File: src/rtl/mem_port_arbiter.sv
// Shared memory port arbiter between instruction fetch (IF) and data memory (DM).
// Optional fetch starvation guard enabled with `MEM_ARB_STARVE_GUARD_EN.
//
// state | meaning
// IDLE  | no access in flight; arbitrate pending requests
// ISSUE | mem_en high for one cycle with the granted access on mem_*
// RESP  | read data returned on *_rdata with *_rvalid; arbitrate again
module mem_port_arbiter #(
  parameter int ADDR_WIDTH   = 32,
  parameter int DATA_WIDTH   = 32,
  parameter int STARVE_LIMIT = 4
) (
  input  logic                  clk,
  input  logic                  reset,
  input  logic                  if_req,
  input  logic [ADDR_WIDTH-1:0] if_addr,
  output logic                  if_gnt,
  output logic                  if_rvalid,
  output logic [DATA_WIDTH-1:0] if_rdata,
  input  logic                  dm_req,
  input  logic                  dm_we,
  input  logic [ADDR_WIDTH-1:0] dm_addr,
  input  logic [DATA_WIDTH-1:0] dm_wdata,
  output logic                  dm_gnt,
  output logic                  dm_rvalid,
  output logic [DATA_WIDTH-1:0] dm_rdata,
  output logic                  mem_en,
  output logic                  mem_we,
  output logic [ADDR_WIDTH-1:0] mem_addr,
  output logic [DATA_WIDTH-1:0] mem_wdata,
  input  logic [DATA_WIDTH-1:0] mem_rdata
);

  typedef enum logic [1:0] {
    IDLE  = 2'd0,
    ISSUE = 2'd1,
    RESP  = 2'd2
  } state_t;

  state_t                state_q, state_d;
  logic                  own_q, own_d;
  logic                  if_gnt_q, if_gnt_d;
  logic                  dm_gnt_q, dm_gnt_d;
  logic                  if_rvalid_q, if_rvalid_d;
  logic                  dm_rvalid_q, dm_rvalid_d;
  logic                  mem_en_q, mem_en_d;
  logic                  mem_we_q, mem_we_d;
  logic [ADDR_WIDTH-1:0] mem_addr_q, mem_addr_d;
  logic [DATA_WIDTH-1:0] mem_wdata_q, mem_wdata_d;
  logic [DATA_WIDTH-1:0] if_hold_q, if_hold_d;
  logic [DATA_WIDTH-1:0] dm_hold_q, dm_hold_d;
  logic                  force_if;
  logic                  grant_if;

`ifdef MEM_ARB_STARVE_GUARD_EN
  logic [3:0] starve_q;

  always_ff @(posedge clk) begin
    if (reset) begin
      starve_q <= 4'd0;
    end else if (if_gnt_d) begin
      starve_q <= 4'd0;
    end else if (dm_gnt_d && if_req) begin
      starve_q <= starve_q + 4'd1;
    end
  end

  assign force_if = if_req && (starve_q == 4'(STARVE_LIMIT));
`else
  logic unused_starve_limit;
  assign unused_starve_limit = ^4'(STARVE_LIMIT);
  assign force_if = 1'b0;
`endif

  assign grant_if = if_req && (!dm_req || force_if);

  always_comb begin
    state_d     = state_q;
    own_d       = own_q;
    if_gnt_d    = 1'b0;
    dm_gnt_d    = 1'b0;
    if_rvalid_d = 1'b0;
    dm_rvalid_d = 1'b0;
    mem_en_d    = 1'b0;
    mem_we_d    = mem_we_q;
    mem_addr_d  = mem_addr_q;
    mem_wdata_d = mem_wdata_q;
    if_hold_d   = if_hold_q;
    dm_hold_d   = dm_hold_q;

    case (state_q)
      ISSUE: begin
        if (mem_we_q) begin
          state_d = IDLE;
        end else begin
          state_d     = RESP;
          if_rvalid_d = !own_q;
          dm_rvalid_d = own_q;
        end
      end
      RESP: begin
        state_d = IDLE;
        if (own_q) dm_hold_d = mem_rdata;
        else       if_hold_d = mem_rdata;
      end
      default: state_d = IDLE;
    endcase

    if ((state_q != ISSUE) && (if_req || dm_req)) begin
      state_d  = ISSUE;
      mem_en_d = 1'b1;
      if (grant_if) begin
        own_d      = 1'b0;
        if_gnt_d   = 1'b1;
        mem_we_d   = 1'b0;
        mem_addr_d = if_addr;
      end else begin
        own_d       = 1'b1;
        dm_gnt_d    = 1'b1;
        mem_we_d    = dm_we;
        mem_addr_d  = dm_addr;
        mem_wdata_d = dm_wdata;
      end
    end
  end

  always_ff @(posedge clk) begin
    if (reset) begin
      state_q     <= IDLE;
      own_q       <= 1'b0;
      if_gnt_q    <= 1'b0;
      dm_gnt_q    <= 1'b0;
      if_rvalid_q <= 1'b0;
      dm_rvalid_q <= 1'b0;
      mem_en_q    <= 1'b0;
      mem_we_q    <= 1'b0;
      mem_addr_q  <= '0;
      mem_wdata_q <= '0;
      if_hold_q   <= '0;
      dm_hold_q   <= '0;
    end else begin
      state_q     <= state_d;
      own_q       <= own_d;
      if_gnt_q    <= if_gnt_d;
      dm_gnt_q    <= dm_gnt_d;
      if_rvalid_q <= if_rvalid_d;
      dm_rvalid_q <= dm_rvalid_d;
      mem_en_q    <= mem_en_d;
      mem_we_q    <= mem_we_d;
      mem_addr_q  <= mem_addr_d;
      mem_wdata_q <= mem_wdata_d;
      if_hold_q   <= if_hold_d;
      dm_hold_q   <= dm_hold_d;
    end
  end

  assign if_gnt    = if_gnt_q;
  assign dm_gnt    = dm_gnt_q;
  assign if_rvalid = if_rvalid_q;
  assign dm_rvalid = dm_rvalid_q;
  assign mem_en    = mem_en_q;
  assign mem_we    = mem_we_q;
  assign mem_addr  = mem_addr_q;
  assign mem_wdata = mem_wdata_q;

  // Memory data arrives in the RESP cycle itself, so it is forwarded during
  // the rvalid pulse and held from the captured copy afterwards.
  assign if_rdata = if_rvalid_q ? mem_rdata : if_hold_q;
  assign dm_rdata = dm_rvalid_q ? mem_rdata : dm_hold_q;

endmodule

File: config.mk
export PLATFORM = sky130hd
export DESIGN_NAME = mem_port_arbiter
export DESIGN_NICKNAME = d
export VERILOG_FILES = /design/src/rtl/mem_port_arbiter.sv
export SDC_FILE = /design/constraint.sdc
export NUM_CORES = 1
export LEC_CHECK = 0
export CAP_MARGIN = 10
export CELL_PAD_IN_SITES_DETAIL_PLACEMENT = 1
export CELL_PAD_IN_SITES_GLOBAL_PLACEMENT = 1
export CORE_UTILIZATION = 30
export DETAILED_ROUTE_END_ITERATION = 10
export HOLD_SLACK_MARGIN = 0.02
export PLACE_DENSITY_LB_ADDON = 0.2
export SETUP_SLACK_MARGIN = 0.02
export SLEW_MARGIN = 20
export SYNTH_ARGS = -nofsm -noshare
export SYNTH_HDL_FRONTEND = slang
export SYNTH_SLANG_ARGS = --single-unit
export TNS_END_PERCENT = 100
File: constraint.sdc
create_clock -name clk -period 1.6 [get_ports clk]
set_input_delay 0.32 -clock clk [delete_from_list [all_inputs] [get_ports clk]]
set_output_delay 0.32 -clock clk [all_outputs]
set_load 0.005 [all_outputs]
==> results.sh, run 1 <==
export IMPL_status="finished with violations"
export IMPL_violations="setup timing"
export IMPL_path_clk_slew_ns=0.06
export IMPL_synthesis_nets=840
export IMPL_syn_inst=707
export IMPL_drt_first_pass_iters=4
export IMPL_hp_class="input pin to flip-flop"
export IMPL_crit_end="dm_rdata[14]"
export IMPL_maxSlewViolCount=0
export IMPL_yosys_warnings=0
export IMPL_async_flop_share_pct=0
export IMPL_clockRootBuffer="clkbuf_16"
export IMPL_stdcell_count=1285
export IMPL_areaGrowthSynthToFinish_pct=72.55
export IMPL_place_inst=1236
export IMPL_synth_area_leaders="dfxtp_1 44%, mux2_2 12%, nand2_1 9.7%"
export IMPL_initial_core_util_pct=30.55
export IMPL_finalWeightedCongestion=0.7740
export IMPL_cp_max_fo=8
export IMPL_drc=0
export IMPL_die_h_um=145.3
export IMPL_die_w_um=145.3
export IMPL_vias=6299
export IMPL_cts_path_max_buffers=2
export IMPL_wl_met3_um=1453
export IMPL_ys_seq_elements=136
export IMPL_power_leakage_nw=4.382
export IMPL_avgViaCountPerCell=4.902
export IMPL_placed_area_um2=9537
export IMPL_antenna_found_initial=0
export IMPL_r2r_start="state_q[1]$_SDFF_PP0_"
export IMPL_dp_hpwl_um=14440
export IMPL_hold_ws_ns=0.3117
export IMPL_drtIter0Drc=183
export IMPL_layout_nets=1136
export IMPL_io_pins=267
export IMPL_multi_input_comb_area_um2=3237
export IMPL_portBuffers=266
export IMPL_hold_viol_final=0
export IMPL_period_share_pct=118.1
export IMPL_reg2reg_to="mem_addr[20]$_SDFFE_PP0P_"
export IMPL_max_freq_mhz=529.1
export IMPL_top_layer_used="met4"
export IMPL_core_area_um2=20170
export IMPL_die_area_um2=21120
export IMPL_seqCellArea_um2=2731
export IMPL_hold_buffers=0
export IMPL_synth_avg_cell_area_um2=8.716
export IMPL_cts_made_buffers=17
export IMPL_clock_sinks=136
export IMPL_cts_htree_levels=4
export IMPL_crit_path_end_kind="primary output"
export IMPL_synth_edf_count=0
export IMPL_setup_viol=64
export IMPL_drive_gt1_share_pct=27.49
export IMPL_ant_nets=0
export IMPL_first_global_vias=6797
export IMPL_wl_per_cell_um=18.44
export IMPL_slew_headroom_pct=74.46
export IMPL_num_rows=52
export IMPL_finalPower_mw=9.210
export IMPL_yosysMostFrequentCell="nand2_1"
export IMPL_netlist_area_um2=6162
export IMPL_synth_cells_most_frequent="160 x nand2_1, 136 x dfxtp_1, 98 x a21oi_1"
export IMPL_yosys_most_used_dff="dfxtp_1"
export IMPL_critical_path_startpoint_type="flip-flop"
export IMPL_pwr_density_cell_nw_per_um2=866.2
export IMPL_crit_arrival_ns=1.57
export IMPL_fin_crit_ns=1.890
export IMPL_rrSetupSlack_ns=0.19
export IMPL_rsz0062_at_grt="true"
export IMPL_crit_type="flip-flop to primary output"
export IMPL_wl_met2_um=11550
export IMPL_synth_largest_area_cell="dfxtp_1"
export IMPL_fin_area_um2=10630
export IMPL_wl_met1_um=10170
export IMPL_finClkSkew_ns=0.009203
export IMPL_totalWireLength_um=23690
export IMPL_worstSetupStartpoint="dm_rvalid$_SDFF_PP0_"
export IMPL_ir_drop_mv=0.7475
export IMPL_cts_tree="yes"
export IMPL_fillCellCount=2253
export IMPL_drv_cap=0
export IMPL_grt_pass1_wl_um=37920
export IMPL_synth_distinct_cells=29
export IMPL_required_ns=1.28
export IMPL_track_usage_pct=22.84
export IMPL_clk_insertion_delay_late_ns=0.43
export IMPL_worst_slew_pin_slew_ns=0.3832
export IMPL_finalWorstSetupSlack_ns=-0.2901
export IMPL_diodes=0
export IMPL_r2r_cells=4
export IMPL_globalRoute_totalOverflow=0
export IMPL_synth_top_area_share_pct=44.18
export IMPL_seq_area_frac_synth_pct=44.18
export IMPL_grt_max_degree=37
==> state kept, by name, indices dropped and copies added, names as in the netlist <==
| register | count |
|---|---|
| state_q | 2 |
| dm_hold_q | 32 |
| mem_we | 1 |
| mem_addr | 32 |
| if_rvalid | 1 |
| if_gnt | 1 |
| mem_wdata | 32 |
| if_hold_q | 32 |
| dm_gnt | 1 |
| own_q | 1 |
| dm_rvalid | 1 |
==> area by class of cell <==
class                      instances  area share, %
clock inverter                    11         0.7060
clock buffer                      20          4.389
timing repair buffer             345          34.43
sequential                       136          25.69
multi-input combinational        470          30.44
tap                              270          3.177
inverter                          33          1.165
==> critical path: stages, from the launching register on <==
cell	delay [ns]
dfxtp_4	0.42
buf_12	0.14
buf_16	0.14
mux2_4	0.32
buf_6	0.13
==> placed cells by master (no fill, tap or decap), types with 4 or more instances in the layout <==
cell and instances:
a211oi_1 28, a211oi_2 4, a21oi_1 98, a221oi_1 4, a221oi_2 27, buf_12 25
buf_4 42, buf_6 70, clkbuf_16 17, clkdlybuf4s50_1 131, clkinv_2 5, dfxtp_1 133
dlygate4sd2_1 66, inv_1 33, mux2_4 64, nand2_1 160, nand3_1 33, o21ai_1 34
==> power breakdown <==
part / switching [mW] / internal [mW] / leakage (nW)
clock: 1.57 / 2.09 / 0.268
sequential: 0.0976 / 3.57 / 1.11
combinational: 0.812 / 1.07 / 3.00
total: 2.48 / 6.73 / 4.38
==> logic make-up (layout without fill, tap and decap cells) <==
group | count (synthesis) | in the layout | share of synthesized area [%]
and+or+nand+nor | 209 | 209 | 14.29
DFF | 136 | 136 | 44.18
muxes | 64 | 64 | 11.70
AOI/OAI and AO/OA | 197 | 197 | 22.40
buffers and inverters | 101 | 409 | 7.431
==> how the worst min path moves through the flow <==
stage | endpoint | cells after the start | from
2_1_floorplan | dm_hold_q[0]$_SDFFE_PP0P_ | 2 | dm_hold_q[0]$_SDFFE_PP0P_
3_5_place_dp | dm_hold_q[10]$_SDFFE_PP0P_ | 2 | dm_hold_q[10]$_SDFFE_PP0P_
3_3_place_gp | dm_hold_q[4]$_SDFFE_PP0P_ | 2 | dm_hold_q[4]$_SDFFE_PP0P_
5_1_grt | dm_gnt$_SDFF_PP0_ | 2 | reset
4_1_cts | dm_gnt$_SDFF_PP0_ | 2 | reset
6_report | dm_gnt$_SDFF_PP0_ | 2 | reset
==> metrics by stage <==
| stage | setup WS, ns | utilization, % | setup TNS (ns) |
|---|---|---|---|
| 3_3_place_gp | -0.3358 | 47.28 | -20.81 |
| 2_1_floorplan | 0.2076 | - | 0 |
| 4_1_cts | -0.3420 | 52.72 | -16.91 |
| 3_5_place_dp | -0.3324 | 47.28 | -22.52 |
| 5_1_grt | -0.3368 | 52.72 | -16.63 |
| 6_report | -0.2901 | 52.72 | -13.79 |
==> what timing repair did <==
item                       4_1_cts  5_1_grt
cloned                           6        0
buffers inserted                15        1
setup endpoints to repair      132       67
gates resized for setup        465       19
==> metal layers <==
metal  up-vias  GRT usage [%]
li1       3056              -
met1      3038          27.53
met2       173          38.75
met3        32          6.950
met4         0          7.316
met5         -              0
No activity file was read; power rests on OpenSTA's default activity.
==> run 2: changes to the inputs <==
- HOLD_SLACK_MARGIN: 0.02 -> 0.05
==> results of run 2 <==
The final DEF is identical to that of run 1; final timing and power are the same.
==> run 3: changes to the inputs <==
- CORE_UTILIZATION: 30 -> 31
- CTS_BUF_LIST: not set -> sky130_fd_sc_hd__clkbuf_8
- GPL_TIMING_DRIVEN: not set -> 0
- SLEW_MARGIN: 20 -> 5
==> run 3 against run 2 <==
  * The run still ends with setup timing left
  * Worst hold slack better by 0.11 ns
  * Combinational power down 5%
  * Core utilization shrank 0.091 points
  * Critical path type unchanged
  * Critical endpoint is now dm_rdata[5]
  * Largest power group unchanged
==> results.sh, run 3 (synthesized netlist as in run 1, its figures left out) <==
export IMPL_period_share_pct=122.7
export IMPL_layout_commonest_cell="nand2_1"
export IMPL_required_ns=1.28
export IMPL_core_area_um2=19460
export IMPL_maxSlewViolCount=0
export IMPL_clk_insertion_delay_late_ns=0.45
export IMPL_rsz0062_at_grt="true"
export IMPL_wl_met3_um=1642
export IMPL_clock_sinks=136
export IMPL_wl_met1_um=9761
export IMPL_hold_ws_ns=0.4221
export IMPL_path_clk_slew_ns=0.09
export IMPL_finClkSkew_ns=0.01076
export IMPL_hp_class="input pin to flip-flop"
export IMPL_holdPathEnd="mem_wdata[14]$_SDFFE_PP0P_"
export IMPL_drt_first_pass_iters=4
export IMPL_fin_area_um2=10240
export IMPL_crit_family="buffers and inverters"
export IMPL_vias=6244
export IMPL_grt_pass1_wl_um=35840
export IMPL_cts_path_max_buffers=2
export IMPL_crit_type="flip-flop to primary output"
export IMPL_max_stage_delay_ns=0.34
export IMPL_worst_slew_pin_slew_ns=0.7552
export IMPL_areaGrowthSynthToFinish_pct=66.21
export IMPL_cp_slowest_cell="dfxtp_2"
export IMPL_multi_input_comb_area_um2=3237
export IMPL_drtIter0Drc=152
export IMPL_power_leakage_nw=4.179
export IMPL_r2r_start="state_q[0]$_SDFF_PP0_"
export IMPL_grt_max_degree=17
export IMPL_max_freq_mhz=509.4
export IMPL_cts_made_buffers=17
export IMPL_rrSetupSlack_ns=0.06
export IMPL_clkPwrFrac_pct=36.9
export IMPL_min_from="dm_wdata[14]"
export IMPL_status="finished with violations"
export IMPL_seq_power_share_pct=42.5
export IMPL_hold_viol_final=0
export IMPL_placed_area_um2=9146
export IMPL_finalPower_mw=8.627
export IMPL_pwr_share_comb_pct=20.6
export IMPL_antenna_found_initial=1
export IMPL_clockRootBuffer="clkbuf_8"
export IMPL_drive_gt1_share_pct=27.30
export IMPL_seqCellArea_um2=2749
export IMPL_wl_met2_um=11030
export IMPL_ant_nets=0
export IMPL_initial_core_util_pct=31.66
export IMPL_die_w_um=143.0
export IMPL_wl_per_cell_um=17.75
export IMPL_io_pins=267
export IMPL_critical_path_startpoint_type="flip-flop"
export IMPL_path_buf_inv=4
export IMPL_first_global_vias=6646
export IMPL_ir_drop_mv=0.5620
export IMPL_num_rows=51
export IMPL_portBuffers=265
export IMPL_fillCellCount=2244
export IMPL_cts_htree_levels=4
export IMPL_cts_tree="yes"
export IMPL_die_area_um2=20450
export IMPL_setup_viol=64
export IMPL_swShare_pct=27.46
export IMPL_drv_cap=0
export IMPL_layout_nets=1142
export IMPL_drc=0
export IMPL_finalWeightedCongestion=0.7717
export IMPL_power_switching_mw=2.369
export IMPL_p_int_mw=6.258
export IMPL_worstHoldPathCells=3
export IMPL_avgViaCountPerCell=4.848
export IMPL_r2r_cells=4
export IMPL_crit_arrival_ns=1.64
export IMPL_fin_crit_ns=1.963
export IMPL_slew_headroom_pct=49.65
export IMPL_finalWorstSetupSlack_ns=-0.3629
export IMPL_layout_common_cells="160 x nand2_1, 131 x clkdlybuf4s50_1, 115 x dfxtp_1"
export IMPL_cp_max_fo=7
export IMPL_violations="setup timing"
export IMPL_path_cells="clkbuf_16 > buf_12 > buf_6 > mux2_4 > buf_6"
export IMPL_top_layer_used="met4"
export IMPL_track_usage_pct=22.98
export IMPL_totalWireLength_um=22870
export IMPL_crit_path_end_kind="primary output"
export IMPL_pwr_density_cell_nw_per_um2=842.3
export IMPL_die_h_um=143.0
export IMPL_globalRoute_totalOverflow=0
export IMPL_crit_path_frequent_cell="buf_6"
export IMPL_reg2reg_to="dm_hold_q[16]$_SDFFE_PP0P_"
export IMPL_dp_hpwl_um=15840
-- run 3: cell count changes in the layout (fill, tap and decap cells not counted), sizes merged --
cell	delta
dlygate4sd2	+4
clkbuf	+28
diode	+1
bufinv	+4
inv	+4
clkinvlp	+2
buf	-27
clkinv	-6
dlymetal6s2s	-2
-- run 3: repair_timing --
item                       CTS  global route
gates resized for setup    503            33
setup endpoints to repair  135            96
setup buffers               16             2
cloned                       3             0
hold buffers                 0             0
-- run 3: metrics by stage --
stage                     worst slack (ns)  setup TNS [ns]  instances  utilization, %
final                              -0.3629          -18.25       1288           52.63
after global routing               -0.4363          -23.01       1288           52.63
after CTS                          -0.3741          -21.31       1288           52.46
after detailed placement           -0.4751          -59.37       1237           46.99
after global placement             -0.4545          -57.16       1237           46.99
after floorplan                     0.2076               0        707               -
-- run 3: final cells by class --
type,count,area share (%)
multi-input cells,470,31.60
flip-flops and latches,136,26.84
repair buffers,283,28.24
inverters,33,1.209
diodes,1,0.02443
well taps,265,3.237
plain buffers,68,4.593
clock buffers,17,2.284
clock inverters,15,1.967
-- run 3: worst reg2reg max path, cell delays in order (launching register included) --
cell and delay [ns]:
dfxtp_2 0.39, nand3b_1 0.24, clkbuf_1 0.48, nand2_1 0.15, a21oi_1 0.20
-- run 3: worst max path at each step --
stage	start	end	slack (ns)	depth (start not counted)
final	dm_rvalid$_SDFF_PP0_	dm_rdata[5]	-0.36	5
after global routing	dm_rvalid$_SDFF_PP0_	dm_rdata[5]	-0.44	5
after CTS	dm_rvalid$_SDFF_PP0_	dm_rdata[25]	-0.37	5
after detailed placement	if_rvalid$_SDFF_PP0_	if_rdata[21]	-0.48	4
after global placement	if_rvalid$_SDFF_PP0_	if_rdata[18]	-0.45	4
after floorplan	dm_rvalid$_SDFF_PP0_	dm_rdata[10]	0.21	3
-- run 3: per-layer routing --
| layer | vias to the layer above | GRT usage (%) |
|---|---|---|
| met5 | - | 0 |
| met2 | 166 | 37.74 |
| met1 | 3002 | 27.73 |
| li1 | 3051 | - |
| met4 | 0 | 7.187 |
| met3 | 25 | 8.451 |
-- run 3: power groups by stage --
stage | sequential, mW | clock, mW | combinational (mW)
2_1_floorplan | 3.74 | 0 | 0.715
3_3_place_gp | 3.73 | 0 | 1.70
3_5_place_dp | 3.74 | 0 | 1.71
4_1_cts | 3.66 | 3.26 | 1.78
5_1_grt | 3.69 | 3.42 | 1.94
6_report | 3.66 | 3.18 | 1.78
